===== config.mk =====
export PLATFORM = sky130hd
export DESIGN_NAME = lut_log_offset_mc_flat
export DESIGN_NICKNAME = d
export VERILOG_FILES = /design/src/rtl/lut_log_offset_mc_if.sv /design/src/rtl/lut_log_offset_mc.sv /design/src/flat_wrapper.sv
export SDC_FILE = /design/constraint.sdc
export NUM_CORES = 1
export LEC_CHECK = 0
export CAP_MARGIN = 25
export CORE_ASPECT_RATIO = 0.75
export CORE_MARGIN = 3
export CORE_UTILIZATION = 29
export CTS_BUF_LIST = sky130_fd_sc_hd__clkbuf_4 sky130_fd_sc_hd__clkbuf_8
export CTS_CLUSTER_DIAMETER = 60
export DETAILED_ROUTE_END_ITERATION = 7
export PLACE_DENSITY_LB_ADDON = 0.05
export SLEW_MARGIN = 5
export SYNTH_ARGS = -nofsm -noshare
export SYNTH_HDL_FRONTEND = slang
export SYNTH_SLANG_ARGS = --single-unit
export TNS_END_PERCENT = 1

===== constraint.sdc =====
create_clock -name clk -period 8.6 [get_ports clk]
set_input_delay 1.72 -clock clk [delete_from_list [all_inputs] [get_ports clk]]
set_output_delay 1.72 -clock clk [all_outputs]
set_load 0.05 [all_outputs]

===== src/rtl/lut_log_offset_mc_if.sv =====
// lut_log_offset_mc_if: config, lookup-request and result handshake bundle for lut_log_offset_mc
interface lut_log_offset_mc_if #(
  parameter int NUM_CH = 2,
  parameter int IDX_W  = 4,
  parameter int OUT_W  = 24
);
  logic                    cfg_we;
  logic [IDX_W-1:0]        cfg_addr;
  logic [OUT_W-1:0]        cfg_wdata;
  logic [IDX_W-1:0]        cfg_max_idx;
  logic                    in_valid;
  logic                    in_ready;
  logic [NUM_CH*IDX_W-1:0] in_idx;
  logic                    out_valid;
  logic                    out_ready;
  logic [NUM_CH*OUT_W-1:0] out_data;
  modport master (
    output cfg_we, cfg_addr, cfg_wdata, cfg_max_idx, in_valid, in_idx, out_ready,
    input  in_ready, out_valid, out_data
  );
  modport slave (
    input  cfg_we, cfg_addr, cfg_wdata, cfg_max_idx, in_valid, in_idx, out_ready,
    output in_ready, out_valid, out_data
  );
endinterface


===== src/rtl/lut_log_offset_mc.sv =====
// lut_log_offset_mc: programmable multi-lane log-offset table with index clamp and 2-stage valid/ready pipe
module lut_log_offset_mc #(
  parameter int NUM_CH = 2,
  parameter int IDX_W  = 4,
  parameter int OUT_W  = 24
) (
  input logic clk,
  input logic rst,
  lut_log_offset_mc_if.slave bus
);
  localparam int DEPTH = 1 << IDX_W;
  logic [OUT_W-1:0]        tbl [DEPTH];
  logic [IDX_W-1:0]        cidx [NUM_CH];
  logic [IDX_W-1:0]        s1_cidx [NUM_CH];
  logic [NUM_CH*OUT_W-1:0] rd, out_q;
  logic                    s1_v, s2_v, s1_adv, s2_adv;
  always_comb begin
    s2_adv = !s2_v || bus.out_ready;
    s1_adv = !s1_v || s2_adv;
    rd = '0;
    cidx = '{default: '0};
    for (int k = 0; k < NUM_CH; k++) begin
      cidx[k] = bus.in_idx[k*IDX_W +: IDX_W] > bus.cfg_max_idx ? bus.cfg_max_idx : bus.in_idx[k*IDX_W +: IDX_W];
      // a write landing on the same edge as the read is forwarded so the lane never sees stale data
      rd[k*OUT_W +: OUT_W] = bus.cfg_we && bus.cfg_addr == s1_cidx[k] ? bus.cfg_wdata : tbl[s1_cidx[k]];
    end
  end
  assign bus.in_ready  = s1_adv;
  assign bus.out_valid = s2_v;
  assign bus.out_data  = out_q;
  always_ff @(posedge clk) begin
    if (rst) begin
      for (int i = 0; i < DEPTH; i++) tbl[i] <= '0;
      s1_v  <= 1'b0;
      s2_v  <= 1'b0;
      out_q <= '0;
    end else begin
      if (bus.cfg_we) tbl[bus.cfg_addr] <= bus.cfg_wdata;
      if (s1_adv) s1_v <= bus.in_valid;
      if (s1_adv && bus.in_valid) s1_cidx <= cidx;
      if (s2_adv) s2_v <= s1_v;
      if (s2_adv && s1_v) out_q <= rd;
    end
  end
endmodule


===== src/flat_wrapper.sv =====
// flat-port wrapper written by rule: the top's interface ports become plain ports
module lut_log_offset_mc_flat 
#(
  parameter int NUM_CH = 2,
  parameter int IDX_W  = 4,
  parameter int OUT_W  = 24
)
  (clk, rst, bus_cfg_we, bus_cfg_addr, bus_cfg_wdata, bus_cfg_max_idx, bus_in_valid, bus_in_idx, bus_out_ready, bus_in_ready, bus_out_valid, bus_out_data);
  lut_log_offset_mc_if #(.NUM_CH(NUM_CH), .IDX_W(IDX_W), .OUT_W(OUT_W)) bus_i ();
  input logic clk;
  input logic rst;
  input wire logic [$bits(bus_i.cfg_we)-1:0] bus_cfg_we;
  input wire logic [$bits(bus_i.cfg_addr)-1:0] bus_cfg_addr;
  input wire logic [$bits(bus_i.cfg_wdata)-1:0] bus_cfg_wdata;
  input wire logic [$bits(bus_i.cfg_max_idx)-1:0] bus_cfg_max_idx;
  input wire logic [$bits(bus_i.in_valid)-1:0] bus_in_valid;
  input wire logic [$bits(bus_i.in_idx)-1:0] bus_in_idx;
  input wire logic [$bits(bus_i.out_ready)-1:0] bus_out_ready;
  output wire logic [$bits(bus_i.in_ready)-1:0] bus_in_ready;
  output wire logic [$bits(bus_i.out_valid)-1:0] bus_out_valid;
  output wire logic [$bits(bus_i.out_data)-1:0] bus_out_data;
  assign bus_i.cfg_we = bus_cfg_we;
  assign bus_i.cfg_addr = bus_cfg_addr;
  assign bus_i.cfg_wdata = bus_cfg_wdata;
  assign bus_i.cfg_max_idx = bus_cfg_max_idx;
  assign bus_i.in_valid = bus_in_valid;
  assign bus_i.in_idx = bus_in_idx;
  assign bus_i.out_ready = bus_out_ready;
  assign bus_in_ready = bus_i.in_ready;
  assign bus_out_valid = bus_i.out_valid;
  assign bus_out_data = bus_i.out_data;
  lut_log_offset_mc #(.NUM_CH(NUM_CH), .IDX_W(IDX_W), .OUT_W(OUT_W)) u_core (.clk(clk), .rst(rst), .bus(bus_i));
endmodule

Word-level counts from Yosys, hierarchy flattened
Memory sizes are Yosys's and may differ from the RTL's. A register that Yosys moved wholly into a read port is not among the register bits.
Cells that the tools add are included.
Storage, ports and cells
  flip-flop bits (word level): 10
  bits in latches: 0
  RAM bits: 384
  bits in read-only memories: 0
  input port bits: 45
  output and inout port bits: 50
  word-level logic and storage cells: 26
  memories kept: 1
Cells by class
  add/subtract/negate cells: 0
  $mul: 0
  div/mod/pow operators: 0
  order comparisons: 2
  eq/ne operators: 0
  shift-type cells: 0
  mux-type cells: 10
  bitwise logic cells: 1
  reductions and logical operators: 8
Memories
  u_core.tbl: depth 16, bits a word 24, rd ports 2, clocked after memory_dff 2, write ports 16, RTL line lut_log_offset_mc.sv:12  | logic [OUT_W-1:0] tbl [DEPTH];
Operators with widths (number)
  $mux W24: 1
  $reduce_or A24 Y1: 1
  $mux W4: 3
  $gt A4 B4 Y1: 2
  $mux W1: 6
  $logic_and A1 B1 Y1: 2
  $logic_not A1 Y1: 2
  $logic_or A1 B1 Y1: 2
  $reduce_and A2 Y1: 1
  $not A1 Y1: 1

Logic depth before layout (Yosys ltp)
  depth in word-level cells: 5
  gate-level depth with buffers: 8
  mapped depth without buffers: 7

Worst setup path before layout
Ideal clock, no wire load.
  path kind: input-to-reg
  from: input port rst
  to: memory u_core.tbl[1][0], enable pin
  library setup time: 438 ps
  arrival: 4106 ps
  required time: 8162 ps
  slack: 4056 ps
  stages on the path: 4
  buffers on the path: 1
  cells stage by stage: nand2b_1 -> or3_1 -> clkbuf_1 -> o21ai_0
RTL lines
  from (decl): RTL line flat_wrapper.sv:11  | input logic rst;
  to (decl): RTL line lut_log_offset_mc.sv:12

Final worst setup path
  from: input port bus_out_ready
  to: output port bus_in_ready
Between the ends
  word-level cells in the longest chain between the ends: 2
Ends and longest elaborated chain
  from (decl): RTL line flat_wrapper.sv:18  | input wire logic [$bits(bus_i.out_ready)-1:0] bus_out_ready;
  $logic_or A1 B1 Y1: RTL line lut_log_offset_mc.sv:18  | s2_adv = !s2_v || bus.out_ready;
  $logic_or A1 B1 Y1: RTL line lut_log_offset_mc.sv:19  | s1_adv = !s1_v || s2_adv;
  to (decl): RTL line flat_wrapper.sv:19  | output wire logic [$bits(bus_i.in_ready)-1:0] bus_in_ready;
Every way passes these cells.

==> results.py <==
metrics = {
    "pwr": {
        "pwr-share-seq_pct": 47.9,
        "p_sw_uw": 1480,
        "power.density_cell_area_nw_per_um2": 195,
        "internal-power_uw": 3820,
        "netSwitchingFraction_pct": 28.0,
        "comb_power_share_pct": 13.9,
        "clock_network_power_share_pct": 38.2,
        "power.static_leakage_uw": 0.00945,
        "vdd.ir_drop.worst_mv": 0.0736,
    },
    "min_path": {
        "min_to": "u_core.bus.out_valid$_SDFFE_PP0P_",
        "holdCritPathClass": "reg -> reg",
        "min-delay-start": "u_core.s1_v$_SDFFE_PP0N_",
        "timing.hold.worst_path_depth": 2,
    },
    "place": {
        "gp_routability_congestion": 0.777,
        "pre_cts_ws_ps": 3510,
        "port_buffers": 94,
        "hpwl_mm": 49.4,
        "dp_cells": 2763,
        "placement.cell_area_um2": 25600,
    },
    "sta": {
        "total_negative_slack_ps": 0,
        "setup_slack_ps": 3510,
        "transition_time_of_the_tightest_slew_check_pin_ps": 956,
        "maxSlewHeadroom_pct": 36.2,
        "max_clock_freq_ghz": 0.197,
        "hold_ws_ps": 486,
        "timing.final.crit_period_ps": 5090,
        "setup_violations": 0,
        "maxSlewViolCount": 0,
        "worst_clock_skew_ps": 29.9,
        "timing.final.hold_violations": 0,
        "period_share_pct": 59.1,
        "rsz0062_at_grt": "false",
    },
    "synth": {
        "syn_area_per_cell_um2": 13.6,
        "synth.cell_area_um2": 23500,
        "synth_cells": 1727,
        "ys.warnings.count": 0,
        "postSynthNetCount": 1780,
        "synth_enable_flop_cells": 392,
        "ys_types": 54,
        "ys_seq_area_share_pct": 54.4,
        "synthFlopType": "sky130_fd_sc_hd__edfxtp_1",
        "ys_async_sr_fraction_pct": 0,
        "ys_ff_latch": 442,
    },
    "clock_network": {
        "clock-root-buffer": "sky130_fd_sc_hd__clkbuf_8",
        "tritoncts.num_buffers": 82,
        "insertion_delay_ps": 680,
        "cts.path.max_buffers": 3,
        "h_tree_depth_reported_by_cts": 3,
        "clk_pin_slew_ps": 60,
        "cts_post_setup_buffers_inserted": 0,
        "post_cts_resized": 0,
        "sink_count_of_the_clock_tree": 442,
        "cts_tree": "built",
        "postCtsHoldBufs": 0,
    },
    "critical_path": {
        "crit_type": "in -> out",
        "cp_slowest_cell": "sky130_fd_sc_hd__clkdlybuf4s50_1",
        "worst_r2r_path_depth": 8,
        "rrSetupSlack_ps": 5360,
        "cp_top_family": "buffers and inverters",
        "timing.critical_path.cells": "clkdlybuf4s50_1 > nand2b_2 > or2_2 > clkdlybuf4s50_1",
        "arrival_ps": 3370,
        "crit_top_cell": "sky130_fd_sc_hd__clkdlybuf4s50_1",
        "cp-start-kind": "input pin",
        "reg2reg_from": "u_core.s1_cidx[3]$_DFFE_PP_",
        "worstSetupEndpointType": "output port",
        "worst_path_largest_cell_delay_ps": 710,
        "crit_fanout": 4,
        "worst-path-buf-inv": 2,
        "reg_to_reg_critical_path_endpoint": "u_core.bus.out_data[38]$_SDFFE_PP0P_",
        "worst-endpoint-required_ps": 6880,
    },
    "die": {
        "fp.dieArea_um2": 84500,
        "core_area_um2": 79500,
        "initial_core_util_pct": 29.6,
        "ios": 95,
        "placementRows": 89,
        "dieWidth_um": 335,
        "die-height_um": 253,
    },
    "routing": {
        "drt-wirelength-per-cell_um": 28.7,
        "top_layer_used": "met5",
        "wl_met1_mm": 40.4,
        "avgViaCountPerCell": 5.17,
        "ant_nets": 0,
        "postRouteWirelength_mm": 83.6,
        "met3RoutedLength_mm": 4.52,
        "wl_met2_mm": 36.9,
        "vias": 15066,
        "drcViolationCount": 0,
        "drt_pre_antenna_iters": 6,
        "detail_route.iter0.violations": 1295,
    },
    "finish": {
        "n_fill_cell": 7800,
        "postLayoutCellArea_um2": 27200,
        "final_cell_count_no_fill": 2913,
        "area_growth_syn_to_layout_pct": 15.6,
        "drive_gt1_share_pct": 21.8,
        "finish.net_count": 1855,
    },
    "grt": {
        "largest_net_degree_at_the_start_of_global_routing": 77,
        "first_global_vias": 15550,
        "antenna_violations_before_repair": 4,
        "grt.total_usage_pct": 19.8,
        "grt_overflow_total": 0,
        "grt_first_pass_wirelength_mm": 119,
    },
    "run_status": {
        "outcome": "finished, final reports clean",
    },
    "run": {
        "timing.max_cap.violations": 0,
    },
}
==> per-stage QoR <==
stage,util (%),total power [µW]
2_1_floorplan,-,3020
3_5_place_dp,32.2,3330
6_report,34.2,5310
3_3_place_gp,32.1,3330
4_1_cts,34.1,5390
5_1_grt,34.2,5530
==> Yosys cell counts (all sizes together) (2+ instances only) <==
cell type    count  area, µm²
edfxtp         392      11800
and2           387       2420
mux4           144       3330
nor2           108        405
o21ai          102        518
mux2i           96        961
clkbuf          89        352
buf             65        464
mux2            56        631
dfxtp           50       1000
nand2           42        158
o31a            24        210
a21oi           23        115
a221oi          16        140
a211oi          14        115
a31oi           12       75.1
nor3            12       75.1
o221ai          12        105
ha               8        100
inv              8       30.0
nor4             8       50.1
o22ai            8       50.1
a2111oi          6       80.1
nor2b            6       37.5
and3             5       31.3
nand2b           5       33.8
or2              5       31.3
xor2             5       51.3
o21a             4       30.0
nand3            3       20.0
xnor2            3       26.3
dlygate4sd1      2       17.5
nand4            2       12.5
==> final cells by class <==
type | instances | area (µm²) | area share (%)
Sequential cell | 442 | 12800 | 47.0
Multi-Input combinational cell | 1120 | 10100 | 37.0
Timing Repair Buffer | 148 | 1420 | 5.22
Clock buffer | 113 | 1390 | 5.10
Tap cell | 1046 | 1310 | 4.82
Clock inverter | 33 | 180 | 0.663
Inverter | 8 | 30.0 | 0.111
Antenna cell | 3 | 7.51 | 0.0276
==> registers in the layout, indices dropped and copies added, names as in the netlist <==
signal                cells
u_core.bus.out_data      48
u_core.bus.out_valid      1
u_core.s1_cidx            8
u_core.s1_v               1
u_core.tbl              384
==> cells in the final DEF (no fill, tap or decap), drive strengths merged, types with 6 or more instances in the layout <==
| cell | instances |
|---|---|
| a221oi | 16 |
| o21ai | 102 |
| o31a | 24 |
| a21oi | 23 |
| mux4 | 144 |
| o22ai | 8 |
| edfxtp | 392 |
| nor4 | 8 |
| mux2 | 56 |
| inv | 10 |
| dfxtp | 50 |
| clkdlybuf4s50 | 94 |
| a211oi | 14 |
| clkinv | 26 |
| ha | 8 |
| a2111oi | 6 |
| mux2i | 96 |
| o221ai | 12 |
| nor2 | 108 |
| nor2b | 6 |
| nand2 | 42 |
| and2 | 387 |
| nor3 | 12 |
| a31oi | 12 |
| clkbuf | 113 |
| buf | 54 |
==> metal layers <==
layer | up-vias | track usage [%]
met2 | 496 | 30.2
met5 | - | 0
li1 | 6659 | -
met1 | 7794 | 29.1
met4 | 2 | 4.58
met3 | 115 | 3.71
==> how the worst max path moves through the flow <==
stage                  startpoint                             end  cells after the start
floorplan                     rst  u_core.tbl[1][0]$_SDFFCE_PN0P_                      4
global placement    bus_out_ready                    bus_in_ready                      4
detailed placement  bus_out_ready                    bus_in_ready                      4
CTS                 bus_out_ready                    bus_in_ready                      4
global route        bus_out_ready                    bus_in_ready                      4
finish              bus_out_ready                    bus_in_ready                      4
==> cells by family (layout without fill, tap and decap cells) <==
family	Yosys count	in the layout	synth area share [%]
simple gates	587	587	14.1
flops	442	442	54.4
mux	296	296	21.0
compound gates	221	221	6.12
buf+inv	165	302	3.72
fa+ha+maj	8	8	0.426
xor+xnor	8	8	0.330
other cells	0	3	0
==> worst reg2reg max path, delay by kind of cell (launching register included) <==
| family | cells | cell delay, ps |
|---|---|---|
| buf+inv | 3 | 1630 |
| simple gates | 3 | 680 |
| flops | 1 | 320 |
| compound gates | 1 | 320 |
| xor+xnor | 1 | 180 |
==> power by group through the flow <==
stage | sequential [µW] | combinational, µW | clock [µW]
2_1_floorplan | 2610 | 409 | 0
3_3_place_gp | 2580 | 743 | 0
3_5_place_dp | 2580 | 748 | 0
4_1_cts | 2540 | 751 | 2100
5_1_grt | 2560 | 788 | 2190
6_report | 2540 | 737 | 2030
Power figures use the tool's default switching activity.
==> RTL edit, RTL diff (config.mk and constraints unchanged) <==
`IDX_W` is set to 4 in 3 places; all go to 3.
--- a/src/rtl/lut_log_offset_mc_if.sv
+++ b/src/rtl/lut_log_offset_mc_if.sv
@@ -3,3 +3,3 @@
   parameter int NUM_CH = 2,
-  parameter int IDX_W  = 4,
+  parameter int IDX_W  = 3,
   parameter int OUT_W  = 24
--- a/src/rtl/lut_log_offset_mc.sv
+++ b/src/rtl/lut_log_offset_mc.sv
@@ -3,3 +3,3 @@
   parameter int NUM_CH = 2,
-  parameter int IDX_W  = 4,
+  parameter int IDX_W  = 3,
   parameter int OUT_W  = 24
--- a/src/flat_wrapper.sv
+++ b/src/flat_wrapper.sv
@@ -4,3 +4,3 @@
   parameter int NUM_CH = 2,
-  parameter int IDX_W  = 4,
+  parameter int IDX_W  = 3,
   parameter int OUT_W  = 24
Ports: changed (resized bus_cfg_addr, bus_cfg_max_idx and bus_in_idx); port bits go from 95 to 91. No check against the original RTL was run, so the function may have changed too.
==> RTL edit against the original RTL <==
- cell count decreased by 41%
- setup slack improved by 0.049 ns
- sequential power fell by 44%
- register-to-register slack better by 0.02 ns
- sequential cell count down 194
- total power shrank 43%
- routed wire length down 51%
- first-iteration DRC count decreased by 61%
- final area is 45% lower
- synthesized area down 46%
- largest power group unchanged
==> RTL edit: results (changes against the original RTL) <==
- The count of unique library cells instantiated by Yosys was 34 (-37%).
- The sequential cell area is 6950 um^2 (-46%).
- The xor and xnor area share after synthesis was 0.416% (+0.086 points).
- Yosys attributes the largest share of cell area to edfxtp_1, mux2i_1, and2_1.
- The number of flip-flops under the largest register name was 192 (-50%).
- The data-path buffer share of cell area in the final layout is 7.42% (+2.2 points).
- The via count of the first global-routing pass is 8630 (-45%).
- The largest net degree at the start of global routing is 54 (-30%).
- The maximum level of the CTS H-tree is 2 (-1).
- The worst hold path begins at u_core.bus.out_data[5]$_SDFFE_PP0P_.
- The total of fill cells in the finished design is 4206 (-46%).
- The via density per instance is 4.92 (-4.8%).
- The endpoint identified for the worst register-to-register timing path is u_core.bus.out_data[41]$_SDFFE_PP0P_.
- The post-synthesis compound-gate area fraction is 11.2% (+5.1 points).
- The pre-CTS setup slack was 3.27 ns (-0.239 ns).
- By count the netlist is led by edfxtp_1, mux2i_1, and2_1.
- The count of flip-flops with a built-in enable after synthesis is 198 (-49%).
- The static leakage power is 5.72 nW (-39%).
- The fraction of area in clock buffers and inverters is 6.19% (+0.43 points).
- The number of core rows is 65 (-27%).
- The non-clock buffer instance count of the final layout is 113 (-24%).
- The number of nets produced by synthesis came to 1081 (-39%).
- The number of placed instances, taps included was 1629 (-41%).
- The final-layout worst hold slack is 0.474 ns (-0.0112 ns).
- The area of placed instances is 14000 um^2 (-45%).
- The proportion of cell area occupied by registers is 46.2% (-0.87 points).
- The placer's final routability congestion estimate is 0.734 (-5.6%).
- The number of non-clock inverters is 7 (-1).
- The run finished with clean final reports.
- The count of clock-net buffers in the final layout is 76 (-33%).
- The relative slew slack is 30.8% (-5.4 points).
- The worst clock skew is 0.0209 ns (-0.00894 ns).
- The CTS buffer count is 45 (-45%).
- The total global routing track utilization is 17.7% (-2.0 points).
- The sequential area share after synthesis is 55.0% (+0.66 points).
- The count of non-filler cells in the finished layout is 1717 (-41%).
- The number of cells on the worst reg-to-reg path is 6 (-2).
- The data arrival time of the critical path is 3.32 ns (-0.05 ns).
- The number of antenna violations at the first check in global routing is 0 (-4).
- The first-pass GRT wire length is 60100 um (-49%).
- The startpoint identified for the worst register-to-register timing path is u_core.s1_cidx[2]$_DFFE_PP_.
- The wire length after detailed routing is 41400 um (-51%).
- The fraction of area in multi-input gates is 35.3% (-1.7 points).
- The proportion of synthesized area in mux cells is 15.8% (-5.2 points).
- The mean post-synth cell area came to 12.2 um^2 (-10%).
- The register-to-register path setup slack is 5.38 ns (+0.02 ns).
-- RTL edit: cell types whose count changed in the layout (fill, tap and decap cells not counted), sizes merged, moves of 19 or more --
cell	unedited run	this run
a21oi	23	2
a22oi	0	95
a32oi	0	49
and2	387	187
buf	54	23
clkbuf	113	76
clkinv	26	7
edfxtp	392	198
mux2	56	6
mux2i	96	192
mux4	144	0
nor2	108	9
o21ai	102	49
o31a	24	0
-- RTL edit: power groups by stage --
stage / combinational, mW / sequential (mW) / clock [mW]
after CTS: 0.445 / 1.43 / 1.21
final: 0.437 / 1.43 / 1.16
after floorplan: 0.214 / 1.49 / 0
after global routing: 0.468 / 1.43 / 1.26
after detailed placement: 0.443 / 1.45 / 0
after global placement: 0.443 / 1.45 / 0
-- RTL edit: metal layers --
layer / vias to the layer above / wire length, um / GRT usage (%)
met2: 175 / 18800 / 27.9
met3: 63 / 1410 / 2.60
met1: 4157 / 20000 / 25.2
li1: 4059 / - / -
met4: 0 / 1120 / 5.46
met5: - / 0 / 0
